[config.mk]
export PLATFORM = sky130hd
export DESIGN_NAME = reg_decr_2stage_valrdy
export DESIGN_NICKNAME = d
export VERILOG_FILES = /design/src/rtl/reg_decr_2stage_valrdy.sv
export SDC_FILE = /design/constraint.sdc
export NUM_CORES = 1
export LEC_CHECK = 0
export ABC_CLOCK_PERIOD_IN_PS = 4200
export CORE_AREA = 5 5 82 46
export DETAILED_ROUTE_END_ITERATION = 7
export DIE_AREA = 0 0 87 51
export GPL_ROUTABILITY_DRIVEN = 1
export PLACE_DENSITY_LB_ADDON = 0.25
export SETUP_SLACK_MARGIN = 0.2
export SLEW_MARGIN = 10
export SYNTH_ARGS = -nofsm -noshare
export SYNTH_HDL_FRONTEND = slang
export SYNTH_SLANG_ARGS = --single-unit
[constraint.sdc]
create_clock -name clk -period 4.2 [get_ports clk]
set_input_delay 0.84 -clock clk [delete_from_list [all_inputs] [get_ports clk]]
set_output_delay 0.84 -clock clk [all_outputs]
set_load 0.005 [all_outputs]
[src/rtl/reg_decr_2stage_valrdy.sv]
// Two-stage pipelined registered decrementer with val/rdy flow control.
// Each stage registers its input and subtracts one on the register output,
// so every accepted message leaves as in_msg - 2 (mod 2^nbits).
module reg_decr_2stage_valrdy #(
    parameter int unsigned nbits = 8
) (
    input  logic             clk,
    input  logic             reset,
    input  logic             in_val,
    output logic             in_rdy,
    input  logic [nbits-1:0] in_msg,
    output logic             out_val,
    input  logic             out_rdy,
    output logic [nbits-1:0] out_msg
);

    logic             val1;
    logic             val2;
    logic [nbits-1:0] data1;
    logic [nbits-1:0] data2;
    logic [nbits-1:0] dec1;
    logic             go1;
    logic             go2;

    // Datapath decrements and handshake logic; a stage advances when it is
    // empty or the stage downstream of it is advancing.
    always_comb begin
        dec1    = data1 - {{(nbits-1){1'b0}}, 1'b1};
        out_msg = data2 - {{(nbits-1){1'b0}}, 1'b1};
        go2     = !val2 || out_rdy;
        go1     = !val1 || go2;
        in_rdy  = go1;
        out_val = val2;
    end

    // Pipeline registers; data loads only on a valid advance so bubbles never
    // overwrite held data.
    always_ff @(posedge clk) begin
        if (reset) begin
            val1  <= 1'b0;
            val2  <= 1'b0;
            data1 <= '0;
            data2 <= '0;
        end else begin
            if (go2) begin
                val2 <= val1;
                if (val1) begin
                    data2 <= dec1;
                end
            end
            if (go1) begin
                val1 <= in_val;
                if (in_val) begin
                    data1 <= in_msg;
                end
            end
        end
    end

endmodule

Yosys cells after proc, flatten, opt, wreduce, memory -nomap -nowiden
Index checks and enable logic that the tools add are counted.
- flip-flop bits (word level): 18
- latch bits: 0
- bits in writable memories: 0
- ROM bits: 0
- input port bits: 12
- output and inout bits: 10
- logic and storage cells: 12
- memories: 0
- add/sub/neg operators: 2
- $mul: 0
- div/mod/pow operators: 0
- magnitude comparators: 0
- equal/unequal tests: 0
- shifts and indexed selects: 0
- mux-type cells: 0
- bitwise operators: 0
- reduce and logical (&&, ||, !) cells: 6
- operators with widths (kind ; number):
    $sub A8 B1 Y8 const B ; 2
    $reduce_and A2 Y1 ; 2
    $logic_not A1 Y1 ; 2
    $logic_or A1 B1 Y1 ; 2

Longest topological paths before layout
Gate-level depths: netlist of run 1.
- word-level depth: 4
- gate-level depth with buffers: 5
- depth with buffers taken out: 5

Least setup slack after synthesis of run 1
No wires, ideal clock.
- path kind: input port to output port
- start: in out_rdy
- end: out in_rdy
- arrival time: 1345 ps
- required time: 3360 ps
- setup slack: 2015 ps
- cell stages on the path: 3
- buffers on the path: 1
- path through: and3b_1 > clkbuf_1 > inv_2
- word-level cells in the longest chain between the ends: 2
- RTL lines (item ; RTL line ; source):
    start: declaration ; 13 ; input logic out_rdy,
    $logic_or A1 B1 Y1 ; 30 ; go2 = !val2 || out_rdy;
    $logic_or A1 B1 Y1 ; 31 ; go1 = !val1 || go2;
    end: declaration ; 10 ; output logic in_rdy,
No other way between the ends.

Final worst setup path of run 1
Same ends and word-level chain as after synthesis.

==> results by group, run 1 <==
Run status
  – Outcome: finished, final reports clean

Logic synthesis
  – Commonest cells in the netlist: a21oi_1 (18), dfxtp_1 (18), o21ai_0 (11), inv_1 (9), nand3_1 (8)
  – Cell taking the most area after synthesis: dfxtp_1
  – Area contributors post-synth: dfxtp_1 (41%), a21oi_1 (10%), o21ai_0 (6.2%), xor2_1 (4.9%), nand3_1 (4.5%)
  – Syn_area_per_cell: 8.225 um^2
  – Post-Syn Area: 888.4 um^2
  – Register area share after synthesis: 40.56%
  – Unique cell type count in the Yosys netlist: 26
  – Share of the synthesized area in the top cell type: 40.56%
  – Ys async rst share: 0%
  – Number of flops mapped to enable cells by yosys: 0
  – Mapped Cells: 108
  – Synth warnings: 0
  – Seq cells post-synth: 18
  – Syn nets: 122
  – Top_reg_cell synth: dfxtp_1

Power
  – Clock share of power: 31.5%
  – Worst vdd ir: 0.1226 mV
  – Cell internal pwr: 0.3297 mW
  – Switching share of power: 24.62%
  – Psw: 0.1077 mW
  – Overall power: 0.4374 mW
  – Power Density: 371.5 mW/mm^2
  – Leak pwr: 0.4501 nW
  – Combinational power share: 23.7%
  – Flop pwr share: 44.8%

Critical path
  – CP Buf/Inv Count: 3
  – CP endpoint kind: output pin
  – Reg2Reg Setup Slack: 2.60 ns
  – Worst Path Max Fanout: 10
  – Crit-path cells: clkdlybuf4s50_1, and3b_1, inv_2, clkdlybuf4s50_1
  – Slowest-stage cell, CP: clkdlybuf4s50_1
  – Largest stage delay, worst path: 0.53 ns
  – Startpoint types: input pin
  – Cell mode on critical path: clkdlybuf4s50_1
  – Largest delay contributor family on the critical path: buffers and inverters
  – Critical Setup Path Class: input pin to output pin
  – CP required: 3.36 ns
  – Worst path arrival time: 2.27 ns

STA
  – Unrepaired setup endpoints after global routing: false
  – Setup violations, final: 0
  – Slew Limit Fails: 0
  – Max-slew headroom: 55.59%
  – Slew @ Worst Pin: 0.6641 ns
  – Hold_ws: 0.4931 ns
  – Hold Vio Cnt, Final: 0
  – Highest Clock Rate: 322.0 MHz
  – Final min period: 3.105 ns
  – Final WS setup: 1.095 ns
  – TNS Setup: 0 ns
  – Final worst path period share: 73.93%
  – Clock Skew: 0.002249 ns

Placement
  – Cell Area, Placed: 0.001122 mm^2
  – Port Buffers: 21
  – Pre-CTS WS: 1.085 ns
  – Hpwl dp: 1.456 mm
  – Gpl congestion: 0.7574

GRT
  – Global Route Usage Sum: 9.485%
  – First-pass GRT wire length: 3.229 mm
  – Largest net degree at the start of global routing: 19
  – Vias in the first global route: 682
  – Gr ovfl total: 0
  – Initial antenna violation count: 0

Detailed routing
  – Avg WL per Cell: 11.77 um
  – # DRC: 0
  – Via/cell ratio: 4.687
  – Final ANT Viol Nets: 0
  – Pre-Repair DR Iteration Count: 4
  – Drt first-iter violations: 21
  – DR vias: 778
  – Routed WL: 1.953 mm

CTS
  – CTS resizes: 0
  – Clock transition at path regs: 0.07 ns
  – CTS tree: done
  – CTS root buf: clkbuf_8
  – Hold buffer count at CTS: 0
  – Clock tree sinks: 18
  – Post-CTS Setup Bufs: 0
  – Clk_lat worst skew: 0.25 ns
  – Htree depth: 1
  – Total CTS buffers: 3
  – CTS Buffer Depth: 2

Hold path
  – HP Class: register to register

Floorplan
  – Chip height: 51 um
  – Die area: 0.004437 mm^2
  – Io pins: 22
  – Row cnt: 14
  – Core Footprint: 0.002925 mm^2
  – Die width: 87 um
  – Starting Density: 30.37%

Cells and area
  – Inserted Diodes: 0
  – Filler cells: 295
  – Post-layout instance area: 0.001177 mm^2
  – NumNets Final: 141
  – Share of layout cells above drive strength 1: 4.762%
  – Area grow syn2layout: 32.54%

Run
  – MaxCap Viol Count: 0
[sequential cells by signal, indices dropped and copies added, names as in the netlist]
register,flops
data1,8
val1,1
out_val,1
data2,8
[path summary, 6_finish.rpt]
kind,from,to,cells past startpoint
worst min register to register,data1[7]$_SDFFE_PP0P_,data1[7]$_SDFFE_PP0P_,2
worst min-delay path,data1[7]$_SDFFE_PP0P_,data1[7]$_SDFFE_PP0P_,2
worst max-delay path,out_rdy,in_rdy,4
worst max register to register,data1[2]$_SDFFE_PP0P_,data2[7]$_SDFFE_PP0P_,3
[power groups by stage]
| stage | logic (mW) | clock network, mW | registers, mW |
|---|---|---|---|
| 2_1_floorplan | 0.0573 | 0 | 0.195 |
| 4_1_cts | 0.105 | 0.143 | 0.196 |
| 5_1_grt | 0.117 | 0.149 | 0.199 |
| 6_report | 0.104 | 0.138 | 0.196 |
| 3_3_place_gp | 0.105 | 0 | 0.199 |
| 3_5_place_dp | 0.105 | 0 | 0.200 |
[final cells by class]
type / count / area (um^2) / share of cell area [%]
clock buffer: 4 / 55.05 / 4.676
multi-input combinational: 73 / 464.2 / 39.43
timing repair buffer: 21 / 210.2 / 17.85
inverter: 10 / 37.54 / 3.188
sequential: 18 / 360.3 / 30.61
tap: 40 / 50.05 / 4.251
[kinds of logic (layout without fill, tap and decap cells)]
logic type / Yosys count / in the layout / share of synthesized area, %
flip-flops: 18 / 18 / 40.56
XOR/XNOR: 8 / 8 / 7.888
adder cells (fa/ha/maj): 2 / 2 / 2.816
AND/OR/NAND/NOR: 25 / 25 / 17.04
buffers and inverters: 17 / 35 / 7.182
AO/OA/AOI/OAI: 38 / 38 / 24.51
[stage by stage]
step	util, %	instances
after floorplan	-	108
after global placement	38.37	162
after detailed placement	38.37	162
after CTS	40.25	166
after global routing	40.25	166
final	40.25	166
[layer usage]
layer / track usage, % / wire, um
met5: 0 / 0
met2: 12.34 / 796
met3: 3.371 / 128
met4: 3.886 / 25
met1: 13.85 / 1003
[worst register-to-register path, delay by kind of cell, from the launching register on]
kind / cells / cell delay, ns
and+or+nand+nor: 2 / 0.91
DFF: 1 / 0.36
AOI/OAI and AO/OA: 1 / 0.24
[cells in the final DEF, fill, tap and decap left out]
cell type and n:
and2_1 1, a21oi_1 18, or4_4 1, nor4_1 1, and3b_1 1, nand2b_1 1, or3_1 4, clkdlybuf4s50_1 21
a211oi_1 4, nor4b_1 1, nor3_1 1, inv_2 1, ha_1 2, nor2_1 2, o21ai_0 11, xnor2_1 3
nand3_1 8, nor3b_1 1, nand2_1 1, clkbuf_8 4, a311oi_1 4, inv_1 9, o31ai_1 1, dfxtp_1 18
or4_1 2, xor2_1 5
Note: power is estimated with default switching activity, not from simulation.
==> inputs of run 2 (changes only) <==
--- a/config.mk
+++ b/config.mk
@@ -5,7 +5,7 @@
 export SDC_FILE = /design/constraint.sdc
 export NUM_CORES = 1
 export LEC_CHECK = 0
-export ABC_CLOCK_PERIOD_IN_PS = 4200
+export ABC_CLOCK_PERIOD_IN_PS = 2600
 export CORE_AREA = 5 5 82 46
 export DETAILED_ROUTE_END_ITERATION = 7
 export DIE_AREA = 0 0 87 51
==> constraint.sdc (replaced) <==
create_clock -name clk -period 2.6 [get_ports clk]
set_input_delay 0.52 -clock clk [delete_from_list [all_inputs] [get_ports clk]]
set_output_delay 0.52 -clock clk [all_outputs]
set_load 0.005 [all_outputs]
==> run 2 against run 1 <==
First-iteration DRC count fell by 4.8%; non-clock buffer count rose by 2; total power rose by 56%; flip-flop and latch count did not move; clock skew fell by 0.0015 ns; largest power group unchanged.
==> results by group, run 2 (synthesis results as in run 1) <==
Run status
  – Outcome: finished, final reports clean

GRT
  – Initial antenna violation count: 0
  – Vias in the first global route: 727
  – Global Route Usage Sum: 9.686%
  – Largest net degree at the start of global routing: 19
  – First-pass GRT wire length: 3.408 mm
  – Gr ovfl total: 0

Cells and area
  – Commonest cells after routing, fill and taps aside: clkdlybuf4s50_1 (19), a21oi_1 (18), dfxtp_1 (17)
  – Inserted Diodes: 0
  – Filler cells: 312
  – Top flop regs: data1: 8 flops, data2: 8 flops
  – Most common cell after layout, fill and taps aside: clkdlybuf4s50_1
  – NumNets Final: 143
  – Share of layout cells above drive strength 1: 10.24%
  – Area grow syn2layout: 35.78%

Detailed routing
  – Avg WL per Cell: 12.20 um
  – Via/cell ratio: 4.743
  – Final ANT Viol Nets: 0
  – DR vias: 792
  – # DRC: 0
  – Drt first-iter violations: 20
  – Pre-Repair DR Iteration Count: 4
  – Routed WL: 2.037 mm

STA
  – TNS Setup: 0 ns
  – Slew @ Worst Pin: 0.6773 ns
  – Clock Skew: 0.0007783 ns
  – Final min period: 2.331 ns
  – Setup violations, final: 0
  – Final worst path period share: 89.67%
  – Highest Clock Rate: 428.9 MHz
  – Hold Vio Cnt, Final: 0
  – Slew Limit Fails: 0
  – Unrepaired setup endpoints after global routing: false
  – Max-slew headroom: 54.70%

Critical path
  – Slowest-stage cell, CP: clkdlybuf4s50_1
  – Crit-path cells: clkdlybuf4s50_1, and3b_2, inv_2, clkdlybuf4s50_1
  – Worst path arrival time: 1.81 ns
  – Worst Path Max Fanout: 9
  – Startpoint types: input pin
  – Critical Setup Path Class: input pin to output pin
  – CP endpoint kind: output pin
  – CP required: 2.08 ns
  – Cell mode on critical path: clkdlybuf4s50_1
  – Largest stage delay, worst path: 0.49 ns

CTS
  – CTS tree: done
  – Htree depth: 1
  – Clock transition at path regs: 0.06 ns
  – Total CTS buffers: 3
  – Clock tree sinks: 18
  – CTS root buf: clkbuf_8
  – Hold buffer count at CTS: 0
  – CTS Buffer Depth: 2
  – Clk_lat worst skew: 0.25 ns

Power
  – Overall power: 0.6804 mW
  – Leak pwr: 0.4618 nW
  – Power Density: 564.1 mW/mm^2
  – Worst vdd ir: 0.1524 mV

Floorplan
  – Die width: 87 um
  – Row cnt: 14
  – Core Footprint: 0.002925 mm^2
  – Starting Density: 30.37%
  – Io pins: 22
  – Chip height: 51 um
  – Die area: 0.004437 mm^2

Run
  – MaxCap Viol Count: 0

Hold path
  – HP Class: register to register

Placement
  – Hpwl dp: 1.501 mm
  – Gpl congestion: 0.7197
  – Port Buffers: 21
-- run 2: final cells by class --
| class | count | area [um^2] | share of cell area [%] |
|---|---|---|---|
| clock buffers | 3 | 41.29 | 3.423 |
| inverters | 10 | 37.54 | 3.112 |
| multi-input cells | 73 | 493.0 | 40.87 |
| flip-flops and latches | 18 | 361.6 | 29.98 |
| well taps | 40 | 50.05 | 4.149 |
| repair buffers | 23 | 222.7 | 18.46 |
-- run 2: per-layer routing --
layer  part of all wire, %  global-route usage, %
met2                    39                  13.22
met5                     0                      0
met4                   1.2                  3.886
met1                    53                  14.02
met3                   6.2                  2.889
-- run 2: worst paths after layout --
path                                       startpoint  cells past startpoint                    end  slack [ns]
worst min register to register  data1[7]$_SDFFE_PP0P_                      2  data1[7]$_SDFFE_PP0P_        0.49
worst min-delay path            data1[7]$_SDFFE_PP0P_                      2  data1[7]$_SDFFE_PP0P_        0.49
worst max register to register  data1[2]$_SDFFE_PP0P_                      3  data2[7]$_SDFFE_PP0P_        1.00
worst max-delay path                          out_rdy                      4                 in_rdy        0.27
-- run 2: per-stage QoR --
stage                     hold slack (ns)  instances  setup WS [ns]  utilization [%]  instance area (um^2)
after CTS                          0.4954        167         0.2263            40.98                  1199
after floorplan                    0.4590        108         0.8081                -                 888.4
after detailed placement           0.4866        164         0.2383            38.88                  1137
after global placement             0.4910        164         0.2282            38.88                  1137
after global routing               0.5284        167         0.2052            41.23                  1206
final                              0.4866        167         0.2685            41.23                  1206
-- run 2: report_power, final --
| group | internal (mW) | total (mW) | switching, mW |
|---|---|---|---|
| clock network | 0.103 | 0.188 | 0.0848 |
| registers | 0.295 | 0.317 | 0.0225 |
| logic | 0.107 | 0.175 | 0.0689 |
| total | 0.504 | 0.680 | 0.176 |
-- run 2: repair_timing --
action                     in CTS  in global routing
gates resized for setup         7                  2
setup endpoints to repair       2                  2
setup buffers                   0                  0
pin swaps                       1                  0
-- run 2: critical path: cells and delay by family --
kind / cells / cell delay [ns]
simple gates: 1 / 0.26
buf+inv: 3 / 1.02
